## src/rtl/phy_tx_serial.sv

```systemverilog
// rtl/phy_tx_serial.sv - two-lane serialising transmit datapath with COM fill and alignment preamble
//
// Purpose:
//   Accepts 32-bit words over a valid/ready handshake and stripes them
//   alternately to lane 0 and lane 1, starting with lane 0. Each lane sends
//   its word byte 3 first, MSB first, one byte per 8-cycle slot. Any slot
//   with no data carries COM_CHAR. After reset, ALIGN_BYTES COM bytes are
//   sent before the first word is accepted.
//
// Ports:
//   clock32    in   1   clock, all state updates on the rising edge
//   reset_L    in   1   synchronous active-low reset
//   data_in    in  32   word to transmit
//   valid_in   in   1   data_in valid
//   ready_out  out  1   word accepted on an edge with valid_in && ready_out
//   data_out0  out  1   lane 0 serial bit
//   data_out1  out  1   lane 1 serial bit
//   align_done out  1   alignment preamble has been sent; sticky until reset
//   busy       out  1   a hold register is full or a data byte is being shifted

module phy_tx_serial #(
  parameter logic [7:0]  COM_CHAR    = 8'hBC,
  parameter int unsigned ALIGN_BYTES = 4
) (
  input  logic        clock32,
  input  logic        reset_L,
  input  logic [31:0] data_in,
  input  logic        valid_in,
  output logic        ready_out,
  output logic        data_out0,
  output logic        data_out1,
  output logic        align_done,
  output logic        busy
);

  localparam logic [3:0] ALIGN_LAST = 4'(ALIGN_BYTES - 1);

  logic [2:0]       bit_cnt_q,    bit_cnt_d;
  logic [1:0][7:0]  shift_q,      shift_d;
  logic [1:0][31:0] hold_q,       hold_d;
  logic [1:0]       hold_vld_q,   hold_vld_d;
  logic [1:0][1:0]  idx_q,        idx_d;
  // Set while the shift register of a lane carries a data byte (not COM).
  logic [1:0]       data_byte_q,  data_byte_d;
  logic             lane_sel_q,   lane_sel_d;
  logic [3:0]       align_cnt_q,  align_cnt_d;
  logic             align_done_q, align_done_d;

  logic boundary;
  logic accept;

  assign boundary   = (bit_cnt_q == 3'd7);
  // Decoded from registers only so that it never depends on valid_in.
  assign ready_out  = align_done_q && !hold_vld_q[lane_sel_q];
  assign accept     = valid_in && ready_out;

  assign data_out0  = shift_q[0][7];
  assign data_out1  = shift_q[1][7];
  assign align_done = align_done_q;
  assign busy       = (|hold_vld_q) || (|data_byte_q);

  always_comb begin
    bit_cnt_d    = bit_cnt_q + 3'd1;
    shift_d      = shift_q;
    hold_d       = hold_q;
    hold_vld_d   = hold_vld_q;
    idx_d        = idx_q;
    data_byte_d  = data_byte_q;
    lane_sel_d   = lane_sel_q;
    align_cnt_d  = align_cnt_q;
    align_done_d = align_done_q;

    for (int l = 0; l < 2; l++) begin
      if (boundary) begin
        if (hold_vld_q[l]) begin
          shift_d[l]     = hold_q[l][8*idx_q[l] +: 8];
          idx_d[l]       = idx_q[l] - 2'd1;
          data_byte_d[l] = 1'b1;
          if (idx_q[l] == 2'd0) begin
            hold_vld_d[l] = 1'b0;
          end
        end else begin
          shift_d[l]     = COM_CHAR;
          data_byte_d[l] = 1'b0;
        end
      end else begin
        shift_d[l] = {shift_q[l][6:0], 1'b0};
      end
    end

    // Nothing is accepted before align_done, so lane 0 loads COM on every
    // boundary of the preamble.
    if (boundary && !align_done_q) begin
      align_cnt_d = align_cnt_q + 4'd1;
      if (align_cnt_q == ALIGN_LAST) begin
        align_done_d = 1'b1;
      end
    end

    // An accept only targets an empty hold, so it never collides with the
    // boundary unload above; a same-edge boundary has already chosen COM.
    if (accept) begin
      hold_d[lane_sel_q]     = data_in;
      idx_d[lane_sel_q]      = 2'd3;
      hold_vld_d[lane_sel_q] = 1'b1;
      lane_sel_d             = ~lane_sel_q;
    end
  end

  always_ff @(posedge clock32) begin
    if (!reset_L) begin
      bit_cnt_q    <= 3'd7;
      shift_q      <= '0;
      hold_q       <= '0;
      hold_vld_q   <= '0;
      idx_q        <= '0;
      data_byte_q  <= '0;
      lane_sel_q   <= 1'b0;
      align_cnt_q  <= 4'd0;
      align_done_q <= 1'b0;
    end else begin
      bit_cnt_q    <= bit_cnt_d;
      shift_q      <= shift_d;
      hold_q       <= hold_d;
      hold_vld_q   <= hold_vld_d;
      idx_q        <= idx_d;
      data_byte_q  <= data_byte_d;
      lane_sel_q   <= lane_sel_d;
      align_cnt_q  <= align_cnt_d;
      align_done_q <= align_done_d;
    end
  end

endmodule

```

## config.mk

```make
export PLATFORM = sky130hd
export DESIGN_NAME = phy_tx_serial
export DESIGN_NICKNAME = d
export VERILOG_FILES = /design/src/rtl/phy_tx_serial.sv
export SDC_FILE = /design/constraint.sdc
export NUM_CORES = 1
export LEC_CHECK = 0
export BUFFER_PORTS_ARGS = -buffer_cell sky130_fd_sc_hd__buf_2
export CAP_MARGIN = 20
export CORE_ASPECT_RATIO = 0.75
export CORE_MARGIN = 2
export CORE_UTILIZATION = 55
export DETAILED_ROUTE_END_ITERATION = 7
export GPL_TIMING_DRIVEN = 0
export PLACE_DENSITY = 0.82
export SETUP_SLACK_MARGIN = 0.05
export SKIP_LAST_GASP = 1
export SLEW_MARGIN = 20
export SYNTH_ARGS = -nofsm -noshare
export SYNTH_HDL_FRONTEND = slang
export SYNTH_SLANG_ARGS = --single-unit
```

## constraint.sdc

```tcl
create_clock -name clock32 -period 1.8 [get_ports clock32]
set_input_delay 0.54 -clock clock32 [delete_from_list [all_inputs] [get_ports clock32]]
set_output_delay 0.54 -clock clock32 [all_outputs]
set_load 0.02 [all_outputs]
```

# Word level (Yosys, flattened, before mapping)
# Cells that the tools add are included.
word_totals:
  output_inout_bits: 5
  wordCells: 68
  ff_bits: 97
  inputBits: 35
classes:
  order_cmp: 2
  shift: 2
  eq_ne: 2
  n_reduce_logical: 14
  mux: 27
  bitwise: 3
  addsub: 4
ops:
  columns: ["cell", "n"]
  rows:
  - ["bitwise mux 64 bit", 1]
  - ["variable part select 32 x 6 -> 8 bit", 2]
  - ["demux 32 bit (select 1 bit)", 1]
  - ["two-way mux 32 bit", 1]
  - ["two-way mux 8 bit", 4]
  - ["two-way mux 2 bit", 6]
  - ["two-way mux 1 bit", 11]
  - ["AND reduction 3 bit", 2]
  - ["adder 4 x 1 -> 4 bit, second input constant", 1]
  - ["== test 4 x 2 -> 1 bit, second input constant", 1]
  - ["logical AND 1 bit", 4]
  - ["zero test 2 bit", 2]
  - ["two-way mux 4 bit", 1]
  - ["bitwise OR 4 bit", 1]
  - ["OR reduction 2 bit", 2]
  - ["subtractor 2 x 1 -> 2 bit, second input constant", 2]
  - ["adder 3 x 1 -> 3 bit, second input constant", 1]
  - ["== test 3 bit, second input constant", 1]
  - ["demux 2 bit (select 1 bit)", 1]
  - ["zero test 1 bit", 2]
  - ["less-than comparator 1 x 2 -> 1 bit, second input constant", 1]
  - ["bitwise OR 2 bit", 1]
  - ["AND reduction 2 bit", 1]
  - ["demux 1 bit (select 1 bit)", 1]
  - ["other kinds (3)", 3]

# Depth between registers and ports, before layout
logic_depth:
  word_depth: 6
  mapped_depth: 7

# Worst setup path after synthesis
# No wires, ideal clock.
synth_timing:
  path_kind: "register to output"
  from: "reg hold_vld_q[1]"
  to: "out busy"
  stages_incl_launch_ff: 3
  path_slack_ns: 0.200
  arrival_time_ns: 1.060
  n_path_buf: 1
  required_time_ns: 1.260
  cell_sequence: "dfxtp_1 -> buf_2 -> or4_1"
synth_between:
  elab_chain_len: 2
synth_lines:
  columns: ["element", "line", "source"]
  rows:
  - ["start, declared", "41", "logic [1:0] hold_vld_q, hold_vld_d;"]
  - ["start signal, assigned", "125", "hold_vld_q <= hold_vld_d;"]
  - ["OR reduction 2 bit", "60", "assign busy = (|hold_vld_q) || (|data_byte_q);"]
  - ["logical OR 1 bit", "60", null]
  - ["end, declared", "33", "output logic busy"]
# Every way passes these cells.

# Worst setup path after layout
# Same ends and word-level chain as after synthesis.

==> metrics.md <==
| Metric | Value |
|---|---|
| Routed via count | `3462` |
| First-pass DRT Iterations | `5` |
| Maximum VDD drop | `460 µV` |
| Vias in the first global route | `3377` |
| Critical path class | `reg -> out` |
| Pin count of the biggest net entering global routing | `17` |
| TritonCTS clock tree | `built` |
| Antenna violations before repair | `0` |
| Synth Area in Compound Gates | `15.0%` |
| Residual DRC count | `0` |
| Fin. Hold Viols | `0` |
| Syn nets | `498` |
| LEAKAGE | `0.00169 µW` |
| Pins Over Slew Limit | `0` |
| Syn Area/Cell | `8.76 µm²` |
| Starting Density | `57.8%` |
| Mux cell area share after synthesis | `7.19%` |
| Setup Viol. Count Final | `1` |
| All-Layer GR Usage | `27.8%` |
| Overflow left after global routing | `0` |
| Placed cells | `593` |
| Area added between synthesis and finish | `14.7%` |
| Commonest cells after routing, fill and taps aside | `134 x nand2_1, 94 x dfxtp_1, 69 x a21oi_1` |
| Post-Synth XOR/XNOR Area | `0.875%` |
| Power density cells | `891 nW/µm²` |
| Largest family of logic cells by synthesized area | `simple AND/OR/NAND/NOR gates` |
| Netlist Area Pre-Place | `4000 µm²` |
| CTS max path bufs | `2` |
| Core area | `6930 µm²` |
| Status | `complete, but fails checks` |
| First-pass GRT wire length | `16800 µm` |
| Post-synthesis sequential area ratio | `48.5%` |
| Die ar. | `7980 µm²` |
| Post-synth cell types | `37` |
| Worst Skew | `9.43 ps` |
| Post-synthesis adder-cell area fraction | `1.88%` |
| Ports | `40` |
| Post-synthesis simple-gate area fraction | `20.8%` |
| Number of enable flip-flop cells after synthesis | `0` |
| Clk Latency, worst-skew pair | `360 ps` |
| Htree depth | `3` |
| Crit. End Element | `primary output` |
| HP Start | `bit_cnt_q[0]$_SDFF_PN1_` |
| Hold path endpoint | `bit_cnt_q[0]$_SDFF_PN1_` |
| Per-cell routed wire length | `17.2 µm` |
| Die X | `103 µm` |
| Ant diodes | `0` |
| Port Buf Inserts | `38` |
| Layout Cells excl Fill | `612` |
| Rows | `26` |
| Clock root buffer | `clkbuf_8` |
| Mapped Cells | `457` |
| Vias per cell | `5.66` |
| Pwr Total | `4090 µW` |
| NumNets Final | `550` |
| Die height | `77.9 µm` |
| Reg2reg setup slack | `180 ps` |
| Startpoint types | `register` |
| Max-slew headroom | `57.1%` |
| Placer Congestion | `0.897` |
| WHS Path Cells | `1` |
| Sink Count | `97` |
| Hold Buf Count CTS | `0` |
| HPWL Detailed | `7620 µm` |
| Hold crit path type | `reg -> reg` |
| Achievable frequency | `0.515 GHz` |
| Yosys warnings | `0` |
| Final period utilization | `108%` |
| Reg2reg path depth | `6` |
| Reg clk slew, reported paths | `90 ps` |
| Violated checks | `setup timing` |
| Share of layout cells above drive strength 1 | `21.8%` |
| Number of fill cells | `578` |
| Slew @ Worst Pin | `644 ps` |
| Final setup margin | `-140 ps` |
| Worst Path Max Fanout | `4` |
| Reg-to-Reg End | `shift_q[2]$_SDFF_PN0_` |
| Max cap viols | `0` |
| Tmin final | `1940 ps` |
| CTS Buf Count | `9` |
| Synth Register Bits | `97` |
| Setup TNS Final | `-140 ps` |
| FF-to-FF Start | `bit_cnt_q[0]$_SDFF_PN1_` |
| Top_reg_cell synth | `dfxtp_1` |
| Worst path required time | `1260 ps` |
| Ys async rst share | `0%` |
| Crit path arrival time | `1400 ps` |
| Setup WS pre-CTS | `45.4 ps` |
| RSZ-0062 raised after global routing | `yes` |
| Routed wire length | `10500 µm` |
| Starting DRC count in detailed routing | `311` |
| Detail Route Antenna Nets | `0` |
| Most common cell after layout, fill and taps aside | `nand2_1` |
-- state kept, by name (all words and copies together), names as in the netlist --
name         count
align_cnt_q      4
align_done       1
bit_cnt_q        3
data_byte_q      2
data_out0        1
data_out1        1
hold_q          64
hold_vld_q       2
idx_q            4
lane_sel_q       1
shift_q         14
-- repair_timing --
action                                  CTS  global route
resized for setup                         9             6
pin swaps                                 0             1
gates cloned                              0             0
endpoints found under the setup margin    4            13
setup buffers                             2             2
-- where the power goes --
part           switching [µW]  internal [µW]  total (µW)
registers                24.7           2200        2230
clock network             757            791        1550
logic                     198            119         316
total                     980           3110        4090
-- metal layers --
layer	track usage, %	share of wire, %	routed length (µm)
met3	6.49	7.9	836
met1	37.6	43	4570
met4	9.47	2.4	249
met5	0	0	0
met2	43.5	46	4870
-- cell type report --
type	instances	area, µm²	share of cell area (%)
Buffer	34	214	4.66
Clock buffer	10	128	2.78
Clock inverter	6	90.1	1.96
Inverter	5	18.8	0.409
Multi-Input combinational cell	320	1840	40.0
Sequential cell	97	1950	42.4
Tap cell	98	123	2.67
Timing Repair Buffer	42	233	5.07
-- cell usage after synthesis (2+ instances only) --
| cell | n | area (µm²) |
|---|---|---|
| buf_4 | 6 | 45.0 |
| a211oi_1 | 10 | 75.1 |
| xor2_1 | 2 | 17.5 |
| buf_1 | 2 | 7.51 |
| a21oi_2 | 7 | 61.3 |
| buf_2 | 14 | 70.1 |
| ha_1 | 6 | 75.1 |
| xnor2_1 | 2 | 17.5 |
| a21oi_1 | 69 | 345 |
| o221ai_1 | 10 | 87.6 |
| dfxtp_1 | 97 | 1940 |
| buf_8 | 3 | 45.0 |
| nand2b_1 | 8 | 50.1 |
| clkbuf_1 | 9 | 33.8 |
| mux2_2 | 10 | 113 |
| mux2i_1 | 4 | 40.0 |
| nand3b_1 | 3 | 22.5 |
| o21ai_0 | 2 | 10.0 |
| nor2_1 | 17 | 63.8 |
| nand3_1 | 7 | 35.0 |
| and4_1 | 2 | 17.5 |
| nand2_1 | 134 | 503 |
| nor2b_1 | 10 | 62.6 |
| mux4_2 | 6 | 135 |
| o21a_1 | 2 | 15.0 |
| inv_1 | 4 | 15.0 |
-- worst max-delay path by stage --
stage | start | to | slack (ps) | cells past startpoint
floorplan | hold_vld_q[1]$_SDFF_PN0_ | busy | 200 | 2
global placement | bit_cnt_q[0]$_SDFF_PN1_ | hold_vld_q[0]$_SDFF_PN0_ | 70 | 7
detailed placement | bit_cnt_q[0]$_SDFF_PN1_ | hold_vld_q[0]$_SDFF_PN0_ | 50 | 7
CTS | hold_vld_q[1]$_SDFF_PN0_ | busy | -190 | 3
global route | hold_vld_q[1]$_SDFF_PN0_ | busy | -180 | 2
finish | hold_vld_q[1]$_SDFF_PN0_ | busy | -140 | 2
-- kinds of logic after synthesis --
kind of cell,Yosys count
and+or+nand+nor,189
AOI/OAI and AO/OA,101
DFF,97
buffers and inverters,40
muxes,20
adders and majority gates,6
xor gates and xnor gates,4
-- worst max-delay path: stages, from the launching register on --
cell and delay (ps):
dfxtp_2 340, or4_4 540, buf_6 150
-- metrics by stage --
stage | cell area (µm²) | util, % | hold WS, ps
final | 4590 | 66.2 | 396
after global routing | 4590 | 66.2 | 419
after CTS | 4570 | 66.0 | 402
after detailed placement | 4320 | 62.3 | 381
after global placement | 4320 | 62.3 | 372
after floorplan | 4000 | - | 362
(Power assumes the default switching activity.)
